`config.mk`:
```
export PLATFORM = sky130hd
export DESIGN_NAME = alu_operand_stage
export DESIGN_NICKNAME = d
export VERILOG_FILES = /design/src/rtl/bm_core_pkg.sv /design/src/rtl/alu_operand_stage_imm_extend.sv /design/src/rtl/alu_operand_stage.sv
export SDC_FILE = /design/constraint.sdc
export NUM_CORES = 1
export LEC_CHECK = 0
export BUFFER_PORTS_ARGS = -buffer_cell sky130_fd_sc_hd__buf_2
export CORE_MARGIN = 2
export CORE_UTILIZATION = 51
export DETAILED_ROUTE_END_ITERATION = 7
export GPL_TIMING_DRIVEN = 0
export HOLD_SLACK_MARGIN = 0.08
export PLACE_DENSITY = 0.8
export SKIP_CTS_REPAIR_TIMING = 1
export SYNTH_ARGS = -nofsm -noshare
export SYNTH_HDL_FRONTEND = slang
export SYNTH_SLANG_ARGS = --single-unit
```
`constraint.sdc`:
```
create_clock -name clk -period 2 [get_ports clk]
set_clock_uncertainty 0.1 [all_clocks]
set_input_delay 0.3 -clock clk [delete_from_list [all_inputs] [get_ports clk]]
set_output_delay 0.3 -clock clk [all_outputs]
set_load 0.02 [all_outputs]
```
`src/rtl/bm_core_pkg.sv`:
```
// Shared core definitions: ALU op-codes, operand-stage entry and stage states.
package bm_core_pkg;

  localparam int unsigned DATA_W = 32;
  localparam int unsigned OP_W   = 5;
  localparam int unsigned REG_W  = 5;

  localparam logic [OP_W-1:0] OP_ADD    = 5'b00000;
  localparam logic [OP_W-1:0] OP_SUB    = 5'b00001;
  localparam logic [OP_W-1:0] OP_ADDU   = 5'b00010;
  localparam logic [OP_W-1:0] OP_SUBU   = 5'b00011;
  localparam logic [OP_W-1:0] OP_SLT    = 5'b00100;
  localparam logic [OP_W-1:0] OP_SLTU   = 5'b00101;
  localparam logic [OP_W-1:0] OP_SLL    = 5'b00110;
  localparam logic [OP_W-1:0] OP_SRL    = 5'b00111;
  localparam logic [OP_W-1:0] OP_SRA    = 5'b01000;
  localparam logic [OP_W-1:0] OP_NOR    = 5'b01001;
  localparam logic [OP_W-1:0] OP_AND    = 5'b01010;
  localparam logic [OP_W-1:0] OP_OR     = 5'b01011;
  localparam logic [OP_W-1:0] OP_XOR    = 5'b01100;
  localparam logic [OP_W-1:0] OP_LUI    = 5'b01101;
  localparam logic [OP_W-1:0] OP_SLLV   = 5'b01110;
  localparam logic [OP_W-1:0] OP_SRLV   = 5'b01111;
  localparam logic [OP_W-1:0] OP_CONCAT = 5'b10000;

  // One buffered instruction with its resolved operands.
  typedef struct packed {
    logic [OP_W-1:0]   op;
    logic [OP_W-1:0]   shamt;
    logic [REG_W-1:0]  rd;
    logic [DATA_W-1:0] data_1;
    logic [DATA_W-1:0] data_2;
    logic [REG_W-1:0]  rs_addr;
    logic [REG_W-1:0]  rt_addr;
    logic              rt_is_reg;
  } opnd_entry_t;

  typedef enum logic [1:0] {
    ST_EMPTY,
    ST_ONE,
    ST_FULL
  } stage_state_t;

  // Logical ops take a zero-extended immediate; everything else sign-extends.
  function automatic logic imm_is_logical(input logic [OP_W-1:0] op);
    return (op == OP_AND) || (op == OP_OR) || (op == OP_XOR);
  endfunction

endpackage

```
`src/rtl/alu_operand_stage_imm_extend.sv`:
```
// Immediate extender: 16-bit immediate to DATA_WIDTH, zero or sign by op-code.
module imm_extend
  import bm_core_pkg::*;
#(
  parameter int unsigned DATA_WIDTH = 32,
  parameter int unsigned OP_WIDTH   = 5
) (
  input  logic [15:0]           imm,
  input  logic [OP_WIDTH-1:0]   op,
  output logic [DATA_WIDTH-1:0] ext
);

  // Select zero- or sign-extension of the immediate.
  always_comb begin
    ext = {{(DATA_WIDTH-16){imm[15]}}, imm};
    if (imm_is_logical(op)) begin
      ext = {{(DATA_WIDTH-16){1'b0}}, imm};
    end
  end

endmodule

```
`src/rtl/alu_operand_stage.sv`:
```
// Registered ALU issue stage with a 2-entry skid buffer (main + skid).
// Optional write-back forwarding is enabled by defining ALU_OPERAND_FORWARD_EN.
module alu_operand_stage
  import bm_core_pkg::*;
#(
  parameter int unsigned DATA_WIDTH     = 32,
  parameter int unsigned OP_WIDTH       = 5,
  parameter int unsigned REG_ADDR_WIDTH = 5
) (
  input  logic                      clk,
  input  logic                      rst_n,
  input  logic                      in_valid,
  output logic                      in_ready,
  input  logic [OP_WIDTH-1:0]       in_op,
  input  logic [OP_WIDTH-1:0]       in_shamt,
  input  logic [REG_ADDR_WIDTH-1:0] in_rs_addr,
  input  logic [REG_ADDR_WIDTH-1:0] in_rt_addr,
  input  logic [DATA_WIDTH-1:0]     in_rs_data,
  input  logic [DATA_WIDTH-1:0]     in_rt_data,
  input  logic [15:0]               in_imm,
  input  logic                      in_use_imm,
  input  logic [REG_ADDR_WIDTH-1:0] in_rd_addr,
  input  logic                      fwd_valid,
  input  logic [REG_ADDR_WIDTH-1:0] fwd_addr,
  input  logic [DATA_WIDTH-1:0]     fwd_data,
  output logic                      out_valid,
  input  logic                      out_ready,
  output logic [OP_WIDTH-1:0]       op,
  output logic [OP_WIDTH-1:0]       shamt,
  output logic [DATA_WIDTH-1:0]     data_1,
  output logic [DATA_WIDTH-1:0]     data_2,
  output logic [REG_ADDR_WIDTH-1:0] out_rd_addr
);

  stage_state_t state, state_n;
  opnd_entry_t  main_q, main_n, skid_q, skid_n, incoming;
  logic         in_ready_n;
  logic         accept, drain;
  logic [DATA_WIDTH-1:0] imm_ext;

  imm_extend #(
    .DATA_WIDTH (DATA_WIDTH),
    .OP_WIDTH   (OP_WIDTH)
  ) u_imm_extend (
    .imm (in_imm),
    .op  (in_op),
    .ext (imm_ext)
  );

  assign accept    = in_valid && in_ready;
  assign drain     = out_valid && out_ready;
  assign out_valid = (state != ST_EMPTY);

  assign op          = main_q.op;
  assign shamt       = main_q.shamt;
  assign data_1      = main_q.data_1;
  assign data_2      = main_q.data_2;
  assign out_rd_addr = main_q.rd;

`ifdef ALU_OPERAND_FORWARD_EN
  logic fwd_hit;
  assign fwd_hit = fwd_valid && (fwd_addr != '0);

  // Refresh a held entry's register operands from the write-back port.
  function automatic opnd_entry_t patch(input opnd_entry_t e, input logic hit,
                                        input logic [REG_W-1:0] a, input logic [DATA_W-1:0] d);
    opnd_entry_t r;
    r = e;
    if (hit && (e.rs_addr == a)) r.data_1 = d;
    if (hit && e.rt_is_reg && (e.rt_addr == a)) r.data_2 = d;
    return r;
  endfunction

  // Build the incoming entry, substituting write-back data for stale register reads.
  always_comb begin
    incoming.op        = in_op;
    incoming.shamt     = in_shamt;
    incoming.rd        = in_rd_addr;
    incoming.rs_addr   = in_rs_addr;
    incoming.rt_addr   = in_rt_addr;
    incoming.rt_is_reg = !in_use_imm;
    incoming.data_1    = (fwd_hit && (fwd_addr == in_rs_addr)) ? fwd_data : in_rs_data;
    incoming.data_2    = in_use_imm ? imm_ext :
                         ((fwd_hit && (fwd_addr == in_rt_addr)) ? fwd_data : in_rt_data);
  end
`else
  function automatic opnd_entry_t patch(input opnd_entry_t e, input logic hit,
                                        input logic [REG_W-1:0] a, input logic [DATA_W-1:0] d);
    return e;
  endfunction

  logic unused_fwd;
  assign unused_fwd = ^{fwd_valid, fwd_addr, fwd_data, in_rs_addr, in_rt_addr,
                        main_q.rs_addr, main_q.rt_addr, main_q.rt_is_reg};

  // Build the incoming entry; register addresses are not kept without forwarding.
  always_comb begin
    incoming.op        = in_op;
    incoming.shamt     = in_shamt;
    incoming.rd        = in_rd_addr;
    incoming.rs_addr   = '0;
    incoming.rt_addr   = '0;
    incoming.rt_is_reg = !in_use_imm;
    incoming.data_1    = in_rs_data;
    incoming.data_2    = in_use_imm ? imm_ext : in_rt_data;
  end
`endif

  // Occupancy FSM and entry movement between input, skid and main.
  always_comb begin
    state_n = state;
    main_n  = patch(main_q, fwd_valid && (fwd_addr != '0), fwd_addr, fwd_data);
    skid_n  = patch(skid_q, fwd_valid && (fwd_addr != '0), fwd_addr, fwd_data);
    unique case (state)
      ST_EMPTY: begin
        if (accept) begin
          main_n  = incoming;
          state_n = ST_ONE;
        end
      end
      ST_ONE: begin
        if (accept && drain) begin
          main_n = incoming;
        end else if (accept) begin
          skid_n  = incoming;
          state_n = ST_FULL;
        end else if (drain) begin
          state_n = ST_EMPTY;
        end
      end
      ST_FULL: begin
        // in_ready is low here, so only the skid-to-main move can occur
        if (drain) begin
          main_n  = skid_n;
          state_n = ST_ONE;
        end
      end
      default: state_n = ST_EMPTY;
    endcase
    in_ready_n = (state_n != ST_FULL);
  end

  // State, entries and registered in_ready; reset discards both entries.
  always_ff @(posedge clk or negedge rst_n) begin
    if (!rst_n) begin
      state    <= ST_EMPTY;
      main_q   <= '0;
      skid_q   <= '0;
      in_ready <= 1'b1;
    end else begin
      state    <= state_n;
      main_q   <= main_n;
      skid_q   <= skid_n;
      in_ready <= in_ready_n;
    end
  end

endmodule

```
### Word-level counts from Yosys, hierarchy flattened

Cells that the tools add are included.

| word-level totals | value |
|---|---|
| bits in registers | 162 |
| input port bits | 148 |
| output and inout port bits | 81 |
| word-level logic and storage cells | 46 |

| cells by class | value |
|---|---|
| equal/unequal tests | 9 |
| multiplexer cells | 12 |
| bitwise operators | 1 |
| reductions and logical operators | 11 |

Operators with widths:

| kind | count |
|---|---|
| 90-bit two-way mux | 3 |
| 90-bit one-hot mux with 3 select lines | 1 |
| 32-bit two-way mux | 2 |
| 5-bit by 4-bit equality test with 1-bit output (second input constant) | 3 |
| 2-bit two-way mux | 5 |
| 2-bit != test (second input constant) | 4 |
| 2-bit one-hot mux with 3 select lines | 1 |
| 4-bit AND reduction | 1 |
| 1-bit logical AND | 3 |
| 3-bit AND reduction | 1 |
| 3-bit nonzero test | 1 |
| 2-bit by 1-bit equality test with 1-bit output (second input constant) | 1 |
| 2-bit equality test (second input constant) | 1 |
| 2-bit logical NOT | 1 |
| 1-bit logical OR | 2 |
| 2-bit nonzero test | 1 |
| 1-bit logical NOT | 1 |
| 1-bit NOT | 1 |

### Logic depth before layout (Yosys ltp)

| depth | value |
|---|---|
| word-level depth | 7 |
| depth in mapped cells | 7 |
| mapped depth without buffers | 4 |

### Modules after synthesis

Synthesis repeated with hierarchy kept, for this count alone.

| unflattened totals | value |
|---|---|
| cell total of the unflattened synthesis | 507 |
| area, all modules | 7658.6 µm² |

Modules (own cells, without submodules):

| module | instances | cells an instance | area an instance (µm²) | seq. area each (µm²) |
|---|---|---|---|---|
| alu_operand_stage | 1 | 473 | 7393.3 | 4030.1 |
| imm_extend | 1 | 34 | 265.3 | 0.0 |

### Worst setup path before layout

Ideal clock, no wire load.

| path | value |
|---|---|
| path type | reg-to-reg |
| start | register in_ready |
| end | register skid_q[61] (netlist bit) |
| setup time | 0.127 ns |
| arrival time | 1.459 ns |
| setup slack | 0.313 ns |
| cell stages (with the launch flop) | 6 |
| path buffers | 2 |
| cells stage by stage | dfstp_2 nand3b_4 nor2b_2 buf_4 buf_6 mux2_1 |

| on the way | value |
|---|---|
| cells in the longest elaborated chain, start to end | 4 |

Ends and longest elaborated chain:

| what | RTL line | text |
|---|---|---|
| start, declared | alu_operand_stage.sv:13 | `output logic in_ready,` |
| start signal, assigned | alu_operand_stage.sv:154 | `in_ready <= in_ready_n;` |
| 1-bit logical AND (*) | alu_operand_stage.sv:50 | `assign accept = in_valid && in_ready;` |
| 1-bit logical AND | alu_operand_stage.sv:122 | `if (accept && drain) begin` |
| 1-bit NOT (no source line) | n/a |  |
| 3-bit AND reduction (no source line) (*) | n/a |  |
| end signal, assigned | alu_operand_stage.sv:153 | `skid_q <= skid_n;` |
| end, declared | alu_operand_stage.sv:36 | `opnd_entry_t main_q, main_n, skid_q, skid_n, incoming;` |

Mark *: on every way between the ends. The rest lies on a longest branch, timed or not.
A chain may end at the register's enable or synchronous reset.

### Worst setup path in the final report

| path | value |
|---|---|
| start | register state[0] |
| end | register main_q (netlist bit shamt[3]) |

| on the way | value |
|---|---|
| cells in the longest elaborated chain, start to end | 5 |

Ends and longest elaborated chain:

| what | RTL line | text |
|---|---|---|
| start, declared | alu_operand_stage.sv:35 | `stage_state_t state, state_n;` |
| start signal, assigned | alu_operand_stage.sv:151 | `state <= state_n;` |
| 2-bit nonzero test | alu_operand_stage.sv:52 | `assign out_valid = (state != ST_EMPTY);` |
| 1-bit logical AND | alu_operand_stage.sv:51 | `assign drain = out_valid && out_ready;` |
| 1-bit logical AND | alu_operand_stage.sv:122 |  |
| 2-bit != test (no source line) | n/a |  |
| 4-bit AND reduction (no source line) | n/a |  |
| end signal, assigned | alu_operand_stage.sv:152 | `main_q <= main_n;` |
| end, declared | alu_operand_stage.sv:36 |  |

Several ways; a longest one is shown, not always the timed one.

==> metrics.txt <==
total track usage=24.4%; Setup crit end kind=flip-flop; syn avg cell area=9.97 sq um; Pleak=4.38 nW; Final Cycle Share=93.9%; crit path time final=1.88 ns; status=finished clean; First-pass DRT Iterations=7; placed cell count=1074; Max Buffers Root-to-Sink=2; RSZ-0062 raised after global routing=no; Tot Pwr=14.0 mW; gr ovfl total=0; crit-path max cell delay=0.43 ns; CTS tree=yes; fin cells=1155; sequential share of the synthesized area=56.6%; initial antenna violation count=2; Routed WL=18600 um; Worst-Margin Slew=0.619 ns; die area=0.0149 sq mm; CP startpoint=state[0]$_DFF_PN0_; site row count=43; r2r startpoint=state[0]$_DFF_PN0_; flop2flop setup slack=0.12 ns; worst path cell trace=nand2b_1, buf_2, buf_4, clkbuf_1, nand2_1, a31oi_1; crit path DAT=2.11 ns; number of global-route vias before repair=5641; crit path capture=shamt[3]$_DFFE_PN0P_; CTS Buf Count=17; slew margin rel.=58.7%; port bufs=179; synthesized area=0.00712 sq mm; # nets final=1108; Initial Utilization=51.7%; clock sinks=161; Synth Register Bits=161; FF-to-FF End=shamt[3]$_DFFE_PN0P_; die width=122 um; Fin. Hold Viols=0; DRC violations left=0; fmax=532 MHz; via count=6085; IO Pins=229; syn_nets=862; Iteration-0 DRC Markers=455; largest net degree at the start of global routing=126; Startpoint Class=flip-flop; final count of pins violating max slew=0; via/cell ratio=5.27; Cells after Synth=714; Worst Slack Setup Final=0.122 ns; Yosys warning total=0; layout cells sized above 1=28.7%; Hold/Removal Path Class=in -> reg; H-tree depth=4; Slowest-stage cell, CP=clkbuf_1; area grow syn2layout=31.1%; drt wl/cell=16.1 um; clk slew on worst S/H paths=0.06 ns; Peak supply drop=0.737 mV; MaxCap Viol Count=0; Power Density=1490 mW/mm^2; first-pass GRT wire length=27800 um; CP max FO=10; Post-DP Area=0.00828 sq mm; FF-to-FF path depth=6; type of the worst setup path=reg -> reg; Setup violations, final=0; Final Instance Area=0.00934 sq mm; CP Data Required Time=2.23 ns; DIE HEIGHT=122 um; Detail Placement HPWL=12400 um; Placer Congestion=0.797; CTS root buf=clkbuf_16; Unique masters post-synth=30; Placeable Area=0.0138 sq mm; Final ANT Viol Nets=0; clock latency at the later pin of the worst-skew pair=0.42 ns; worst slack, placed=0.0926 ns
[layout make-up]
class | instances | area [sq um]
clock inverters | 13 | 138
plain buffers | 55 | 312
flip-flops and latches | 161 | 4030
repair buffers | 227 | 1400
well taps | 180 | 225
inverters | 17 | 63.8
multi-input cells | 481 | 2730
fillers | 1071 | 4430
diodes | 2 | 5.00
clock buffers | 19 | 433
[sequential cells by signal, indices dropped and copies added, names as in the netlist]
register,cells
op,5
shamt,5
data_2,32
skid_q,79
in_ready,1
data_1,32
state,2
out_rd_addr,5
[per-layer routing]
layer	GRT usage [%]	vias to the layer above	routed length, um
met5	0	-	0
met4	7.40	0	222
met3	6.37	21	1210
met2	39.9	195	9280
met1	32.2	2931	7890
li1	-	2938	-
[metrics by stage]
stage               utilization (%)  setup TNS (ns)  hold WS, ns
floorplan                         -               0      -0.0956
global placement               59.8         -296.66        0.366
global route                   67.8               0       0.0846
CTS                            64.3               0       -0.373
detailed placement             60.1               0       0.0858
finish                         67.8               0       0.0698
[cells in the final DEF, fill, tap and decap left out, types with 3 or more instances in the layout]
master,n
mux2_1,25
nand2b_1,17
mux2_2,22
inv_1,17
o22ai_1,17
clkbuf_16,17
clkinv_2,3
mux2i_1,17
buf_6,5
nor3_1,16
o21ai_0,16
a31oi_1,79
buf_4,12
clkinvlp_4,6
buf_2,196
dfrtp_1,160
dlygate4sd3_1,47
clkbuf_1,19
nand2_1,128
buf_1,3
a21oi_1,33
nor2_1,97
[synthesized netlist by cell type]
library cell | instances | area, sq um
a211oi_4 | 1 | 20.0
a21o_1 | 1 | 7.51
a21oi_1 | 33 | 165
a21oi_2 | 2 | 17.5
a31oi_1 | 79 | 494
buf_1 | 3 | 11.3
buf_2 | 18 | 90.1
buf_4 | 12 | 90.1
buf_6 | 5 | 56.3
clkbuf_1 | 17 | 63.8
dfrtp_1 | 160 | 4000
dfstp_2 | 1 | 26.3
inv_1 | 17 | 63.8
mux2_1 | 25 | 282
mux2_2 | 22 | 248
mux2i_1 | 17 | 170
nand2_1 | 128 | 480
nand2_2 | 1 | 6.26
nand2b_1 | 17 | 106
nand3b_4 | 1 | 20.0
nor2_1 | 97 | 364
nor2_2 | 2 | 12.5
nor2b_1 | 2 | 12.5
nor2b_2 | 1 | 8.76
nor2b_4 | 1 | 13.8
nor3_1 | 16 | 80.1
o21ai_0 | 16 | 80.1
o22ai_1 | 17 | 106
o2bb2ai_2 | 1 | 15.0
or2_2 | 1 | 6.26
[cell families (layout without fill, tap and decap cells)]
group	Yosys count	count (layout)	share of synthesized area, %
buffers and inverters	72	331	5.27
other	0	2	0
multiplexers	64	64	9.82
AND/OR/NAND/NOR	267	267	15.6
flip-flops	161	161	56.6
AO/OA/AOI/OAI	150	150	12.7
[where the power goes]
part	internal, mW	total (mW)	leakage (nW)	switching (mW)
combinational	2.01	5.08	2.28	3.07
sequential	4.85	5.73	1.84	0.874
clock	1.83	3.15	0.261	1.32
[how the worst min path moves through the flow]
stage / start / to / slack (ns) / depth (start not counted)
final: in_rt_data[24] / skid_q[35]$_DFFE_PN0P_ / 0.07 / 3
after global routing: in_rt_data[23] / skid_q[34]$_DFFE_PN0P_ / 0.08 / 3
after CTS: rst_n / data_1[25]$_DFFE_PN0P_ / -0.37 / 1
after detailed placement: rst_n / data_1[25]$_DFFE_PN0P_ / 0.09 / 1
after global placement: skid_q[63]$_DFFE_PN0P_ / skid_q[63]$_DFFE_PN0P_ / 0.37 / 1
after floorplan: rst_n / data_1[0]$_DFFE_PN0P_ / -0.1 / 0
[critical path: cells and delay by family (launching register included)]
| family | cells | cell delay [ns] |
|---|---|---|
| AOI/OAI and AO/OA | 1 | 0.22 |
| buffers and inverters | 3 | 0.81 |
| and+or+nand+nor | 2 | 0.23 |
| DFF | 1 | 0.42 |
No activity file was read; power rests on OpenSTA's default activity.
